### config.mk
export PLATFORM = sky130hd
export DESIGN_NAME = reg1_out_deser
export DESIGN_NICKNAME = d
export VERILOG_FILES = /design/src/rtl/reg1_deser_pkg.sv /design/src/rtl/reg1_sync_fifo.sv /design/src/rtl/reg1_out_deser.sv
export SDC_FILE = /design/constraint.sdc
export NUM_CORES = 1
export LEC_CHECK = 0
export CORE_MARGIN = 2
export CORE_UTILIZATION = 35
export CTS_CLUSTER_SIZE = 14
export DETAILED_ROUTE_END_ITERATION = 10
export GPL_ROUTABILITY_DRIVEN = 0
export SETUP_SLACK_MARGIN = 0.1
export SLEW_MARGIN = 20
export SYNTH_ARGS = -nofsm -noshare
export SYNTH_HDL_FRONTEND = slang
export SYNTH_SLANG_ARGS = --single-unit
### constraint.sdc
create_clock -name clk -period 5.5 [get_ports clk]
set_input_delay 1.1 -clock clk [delete_from_list [all_inputs] [get_ports clk]]
set_output_delay 1.1 -clock clk [all_outputs]
set_load 0.01 [all_outputs]
### src/rtl/reg1_deser_pkg.sv
// ============================================================================
// Module      : reg1_deser_pkg
// Description : State encoding and parameter defaults for the sync-word
//               framed serial deserializer.
// Revision    : 1.0 - initial release
// ============================================================================
`default_nettype none

package reg1_deser_pkg;

    localparam logic [0:0] c_st_hunt = 1'b0;
    localparam logic [0:0] c_st_data = 1'b1;

    typedef enum logic [0:0] {
        HUNT = c_st_hunt,
        DATA = c_st_data
    } state_e;

    localparam int         c_data_w      = 8;
    localparam logic [7:0] c_sync_word   = 8'hA5;
    localparam int         c_frame_words = 4;
    localparam int         c_fifo_depth  = 4;

endpackage

`default_nettype wire

### src/rtl/reg1_sync_fifo.sv
// ============================================================================
// Module      : reg1_sync_fifo
// Description : Single-clock FIFO with extra-MSB pointers; accepts a push
//               while full only when a pop retires the head on the same edge.
// Revision    : 1.0 - initial release
// ============================================================================
`default_nettype none

module reg1_sync_fifo #(
    parameter int WIDTH = 8,
    parameter int DEPTH = 4
) (
    input  logic             clk,
    input  logic             rst,
    input  logic             i_push,
    input  logic [WIDTH-1:0] i_data,
    input  logic             i_pop,
    output logic [WIDTH-1:0] o_data,
    output logic             o_full,
    output logic             o_empty
);

    localparam int c_aw = $clog2(DEPTH);

    logic [WIDTH-1:0] r_mem [DEPTH];
    logic [c_aw:0]    r_wr_ptr;
    logic [c_aw:0]    r_rd_ptr;

    logic w_empty;
    logic w_full;
    logic w_do_pop;
    logic w_do_push;

    assign w_empty = (r_wr_ptr == r_rd_ptr);
    assign w_full  = (r_wr_ptr[c_aw] != r_rd_ptr[c_aw]) &&
                     (r_wr_ptr[c_aw-1:0] == r_rd_ptr[c_aw-1:0]);

    // When full, the write slot is the head being popped, so both may proceed.
    assign w_do_pop  = i_pop && !w_empty;
    assign w_do_push = i_push && (!w_full || w_do_pop);

    always_ff @(posedge clk) begin
        if (rst) begin
            r_wr_ptr <= '0;
            r_rd_ptr <= '0;
        end else begin
            if (w_do_push) begin
                r_wr_ptr <= r_wr_ptr + (c_aw + 1)'(1);
            end
            if (w_do_pop) begin
                r_rd_ptr <= r_rd_ptr + (c_aw + 1)'(1);
            end
        end
    end

    always_ff @(posedge clk) begin
        if (w_do_push) begin
            r_mem[r_wr_ptr[c_aw-1:0]] <= i_data;
        end
    end

    // Storage is not reset; gating the head keeps the output at zero when empty.
    assign o_data  = w_empty ? '0 : r_mem[r_rd_ptr[c_aw-1:0]];
    assign o_full  = w_full;
    assign o_empty = w_empty;

endmodule

`default_nettype wire

### src/rtl/reg1_out_deser.sv
// ============================================================================
// Module      : reg1_out_deser
// Description : Hunts for a sync word in a qualified serial stream, then
//               assembles a fixed number of MSB-first words into a FIFO.
// Revision    : 1.0 - initial release
// ============================================================================
`default_nettype none

module reg1_out_deser
    import reg1_deser_pkg::*;
#(
    parameter int                DATA_W      = c_data_w,
    parameter logic [DATA_W-1:0] SYNC_WORD   = DATA_W'(c_sync_word),
    parameter int                FRAME_WORDS = c_frame_words,
    parameter int                FIFO_DEPTH  = c_fifo_depth
) (
    input  logic              clk,
    input  logic              rst,
    input  logic              din,
    input  logic              din_en,
    output logic [DATA_W-1:0] m_data,
    output logic              m_valid,
    input  logic              m_ready,
    output logic              locked,
    output logic              overflow
);

    localparam int c_bc_w = $clog2(DATA_W);
    localparam int c_wc_w = (FRAME_WORDS > 1) ? $clog2(FRAME_WORDS) : 1;

    localparam logic [c_bc_w-1:0] c_bit_last  = c_bc_w'(DATA_W - 1);
    localparam logic [c_wc_w-1:0] c_word_last = c_wc_w'(FRAME_WORDS - 1);

    state_e             r_state;
    logic [DATA_W-1:0]  r_sr;
    logic [c_bc_w-1:0]  r_bit_cnt;
    logic [c_wc_w-1:0]  r_word_cnt;
    logic               r_overflow;

    logic [DATA_W-1:0]  w_sr_next;
    logic               w_sync_hit;
    logic               w_word_done;
    logic               w_frame_done;
    logic               w_pop;
    logic               w_drop;
    logic               w_full;
    logic               w_empty;

    assign w_sr_next    = {r_sr[DATA_W-2:0], din};
    assign w_sync_hit   = din_en && (r_state == HUNT) && (w_sr_next == SYNC_WORD);
    assign w_word_done  = din_en && (r_state == DATA) && (r_bit_cnt == c_bit_last);
    assign w_frame_done = w_word_done && (r_word_cnt == c_word_last);

    assign w_pop  = m_valid && m_ready;
    // A word that cannot be stored still advances the frame count.
    assign w_drop = w_word_done && w_full && !w_pop;

    always_ff @(posedge clk) begin
        if (rst) begin
            r_state    <= HUNT;
            r_sr       <= '0;
            r_bit_cnt  <= '0;
            r_word_cnt <= '0;
            r_overflow <= 1'b0;
        end else begin
            if (din_en) begin
                case (r_state)
                    HUNT: begin
                        r_sr <= w_sr_next;
                        if (w_sync_hit) begin
                            r_state    <= DATA;
                            r_bit_cnt  <= '0;
                            r_word_cnt <= '0;
                        end
                    end
                    DATA: begin
                        if (w_frame_done) begin
                            r_state    <= HUNT;
                            r_sr       <= '0;
                            r_bit_cnt  <= '0;
                            r_word_cnt <= '0;
                        end else if (w_word_done) begin
                            r_sr       <= w_sr_next;
                            r_bit_cnt  <= '0;
                            r_word_cnt <= r_word_cnt + c_wc_w'(1);
                        end else begin
                            r_sr       <= w_sr_next;
                            r_bit_cnt  <= r_bit_cnt + c_bc_w'(1);
                        end
                    end
                    default: begin
                        r_state <= HUNT;
                    end
                endcase
            end
            if (w_drop) begin
                r_overflow <= 1'b1;
            end
        end
    end

    reg1_sync_fifo #(
        .WIDTH (DATA_W),
        .DEPTH (FIFO_DEPTH)
    ) u_fifo (
        .clk     (clk),
        .rst     (rst),
        .i_push  (w_word_done),
        .i_data  (w_sr_next),
        .i_pop   (m_ready),
        .o_data  (m_data),
        .o_full  (w_full),
        .o_empty (w_empty)
    );

    assign m_valid  = !w_empty;
    assign locked   = (r_state == DATA);
    assign overflow = r_overflow;

endmodule

`default_nettype wire

==> metrics.md <==
| Metric | Value |
|---|---|
| Outcome | completed |
| Initial antenna violation count | 0 |
| Switching share of total power | 19.2% |
| Dpl hpwl | about 2700 um |
| Leakage power | roughly 0.86 nW |
| Mean Syn Cell Area | between 10 and 15 um2 |
| Routed via count | 1291 |
| Type of origin of the critical path | flip-flop |
| Power Dens Cells | 274 nW/um2 |
| CTS tree | yes |
| Final hold vios | 0 |
| Critical path class | flip-flop to output pin |
| FF+latch count, synth | 54 |
| Root Driver | clkbuf_8 |
| Die X | 83.6 um |
| Hold buffers post-CTS | 0 |
| Hold WC Path Type | flip-flop to flip-flop |
| Total design power | 0.000703 W |
| Die Y | 83.6 um |
| Largest net degree at the start of global routing | 23 |
| RSZ-0062 raised after global routing | no |
| Min cycle time layout | roughly 3600 ps |
| Finished Layout Cells | 252 |
| Die area | 6990 um2 |
| Switching power | 0.000135 W |
| First-pass GRT wire length | 6450 um |
| Fmax | 280 MHz |
| Setup TNS Final | 0 ps |
| DRC | 0 |
| Vias in the first global route | 1345 |
| # H-tree levels | 2 |
| Util after Layout | 42.5% |
| Number of port buffers | 15 |
| Top FF cell, synth | edfxtp_1 |
| Cells after Synth | approximately 160 |
| Final period util | between 60% and 70% |
| Routed wire per std cell | approximately 15 um |
| Max Root-Sink Buffers | 2 |
| Ys async rst share | 0% |
| Global Route Usage Sum | 11.5% |
| CP endpoint kind | output pin |
| Count of cell types in the netlist | 34 |
| Number of inserted diodes | 0 |
| Mapped Area | 2220 um2 |
| Clk slew on worst S/H paths | approximately 90 ps |
| DRT iter0 DRCs | 86 |
| Synth top area cells | edfxtp_1 (43%), dfxtp_1 (20%), mux4_2 (8.1%) |
| Worst Tran Pin Value | between 900 and 1000 ps |
| Synth top area share | 43.3% |
| DR pass1 iterations | 4 |
| Nets | 189 |
| Setup Viol. Count Final | 0 |
| Most frequent cell after synthesis | edfxtp_1 |
| Routed WL | between 3000 and 4000 um |
| Max-cap violations | 0 |
| Yosys warns | 0 |
| Post-DR vias/cell | roughly 5.1 |
| Max Clock Skew | 5.43 ps |
| Cell Rows | 28 |
| Power share of the clock group | 37.9% |
| Placed cells | 244 |
| Starting density of the core | 36.8% |
| Post-CTS sizing | 0 |
| Synth area leader | edfxtp_1 |
| Slew Viols, Final | 0 |
| Fillers | 561 |
| Internal power | 0.000568 W |
| Num ports | 16 |
| Worst path arrival time | around 2500 ps |
| GR Overflow Total | 0 |
| Post-route ant nets | 0 |
| Seq pwr share | 60.7% |
| Area growth, synth to finish | 15.6% |
| Synth Net Count | 171 |
| Relative slew slack | 33.6% |
| WP data required | 4400 ps |
| Post-CTS Setup Inserts | 0 |
| Combinational Power Share | 1.4% |
| Sink Count | 54 |
| Core Area | 6030 um2 |
| Register area share after synthesis | 63.2% |
| Number of synthesized flops with an enable pin | 32 |
| Commonest cells in the netlist | edfxtp_1 (32), dfxtp_1 (22), nor2_1 (17), ha_1 (8), mux4_2 (8) |
| Layout cells sized above 1 | approximately a tenth |
| Clk_lat worst skew | roughly 300 ps |
| Num CTS Buffers | 5 |
| Maximum vdd drop | about 0.12 mV |
| CP Max Fanout | 9 |
## final timing paths
check	startpoint	end	slack (ps)	cells after the start
worst max register to register	r_bit_cnt[0]	u_fifo.r_mem[3][1]	3330	5
worst max-delay path	u_fifo.r_wr_ptr[1]	m_data[4]	1930	4
worst min register to register	r_bit_cnt[1]	r_bit_cnt[1]	480	2
worst min-delay path	r_bit_cnt[1]	r_bit_cnt[1]	480	2
## cell usage in the layout, fill, tap and decap left out, drive strengths merged, types with 3 or more instances in the layout
master         netlist  layout
a22oi                7       7
inv                  6       7
clkdlybuf4s50        0      15
mux4                 8       8
nand2                5       5
nand3                5       5
a21oi                6       6
xor2                 5       5
dfxtp               22      22
nor2                17      17
nor2b                6       6
clkbuf               3       5
edfxtp              32      32
and2                 3       3
ha                   8       8
## critical path, cell delays in order, from the launching register on
cell and delay [ps]:
dfxtp_1 460, xor2_2 160, nor3_1 820, and2b_1 270
clkdlybuf4s50_1 470
## logic make-up after synthesis
family,count (synthesis),synth area share (%)
fa+ha+maj,8,4.51
simple gates,49,11.6
flops,54,63.2
xor+xnor,7,3.10
compound gates,20,6.83
mux,10,9.03
buf+inv,10,1.75
## power groups by stage
stage	logic [W]	clock network, W	registers (W)
6_report	0.0000102	0.000266	0.000427
5_1_grt	0.0000113	0.000290	0.000427
4_1_cts	0.0000102	0.000273	0.000427
3_5_place_dp	0.0000102	0	0.000436
3_3_place_gp	0.00000993	0	0.000436
2_1_floorplan	0.00000469	0	0.000435
## state kept, by name, indices dropped and copies added, names as in the netlist, named ones only
signal           flops
locked               1
overflow             1
r_bit_cnt            3
r_sr                 7
r_word_cnt           2
u_fifo.r_mem        32
u_fifo.r_rd_ptr      3
u_fifo.r_wr_ptr      3
## final cells by class
class / count / area, um2 / area share [%]
flip-flops and latches: 54 / 1400 / 54.7
repair buffers: 15 / 150 / 5.86
clock inverters: 3 / 48.8 / 1.90
multi-input cells: 94 / 777 / 30.3
well taps: 75 / 93.8 / 3.66
inverters: 6 / 22.5 / 0.879
clock buffers: 5 / 68.8 / 2.69
## through the flow
stage | setup slack [ps] | hold WS (ps) | area, um2
6_report | 1930 | 483 | 2560
5_1_grt | 1700 | 510 | 2560
4_1_cts | 1870 | 492 | 2560
3_5_place_dp | 2210 | 461 | 2440
3_3_place_gp | 2250 | 456 | 2440
2_1_floorplan | 3030 | 447 | 2220
## layer usage
layer  track usage (%)  share of wire, %  routed length (um)  up-vias
li1                  -                 -                   -      622
met1              14.1                46                1730      633
met2              20.0                50                1880       30
met3              2.77               3.6                 136        6
met4              3.37               1.1                  41        0
met5                 0                 0                   0        -
Power figures use the tool's default switching activity.
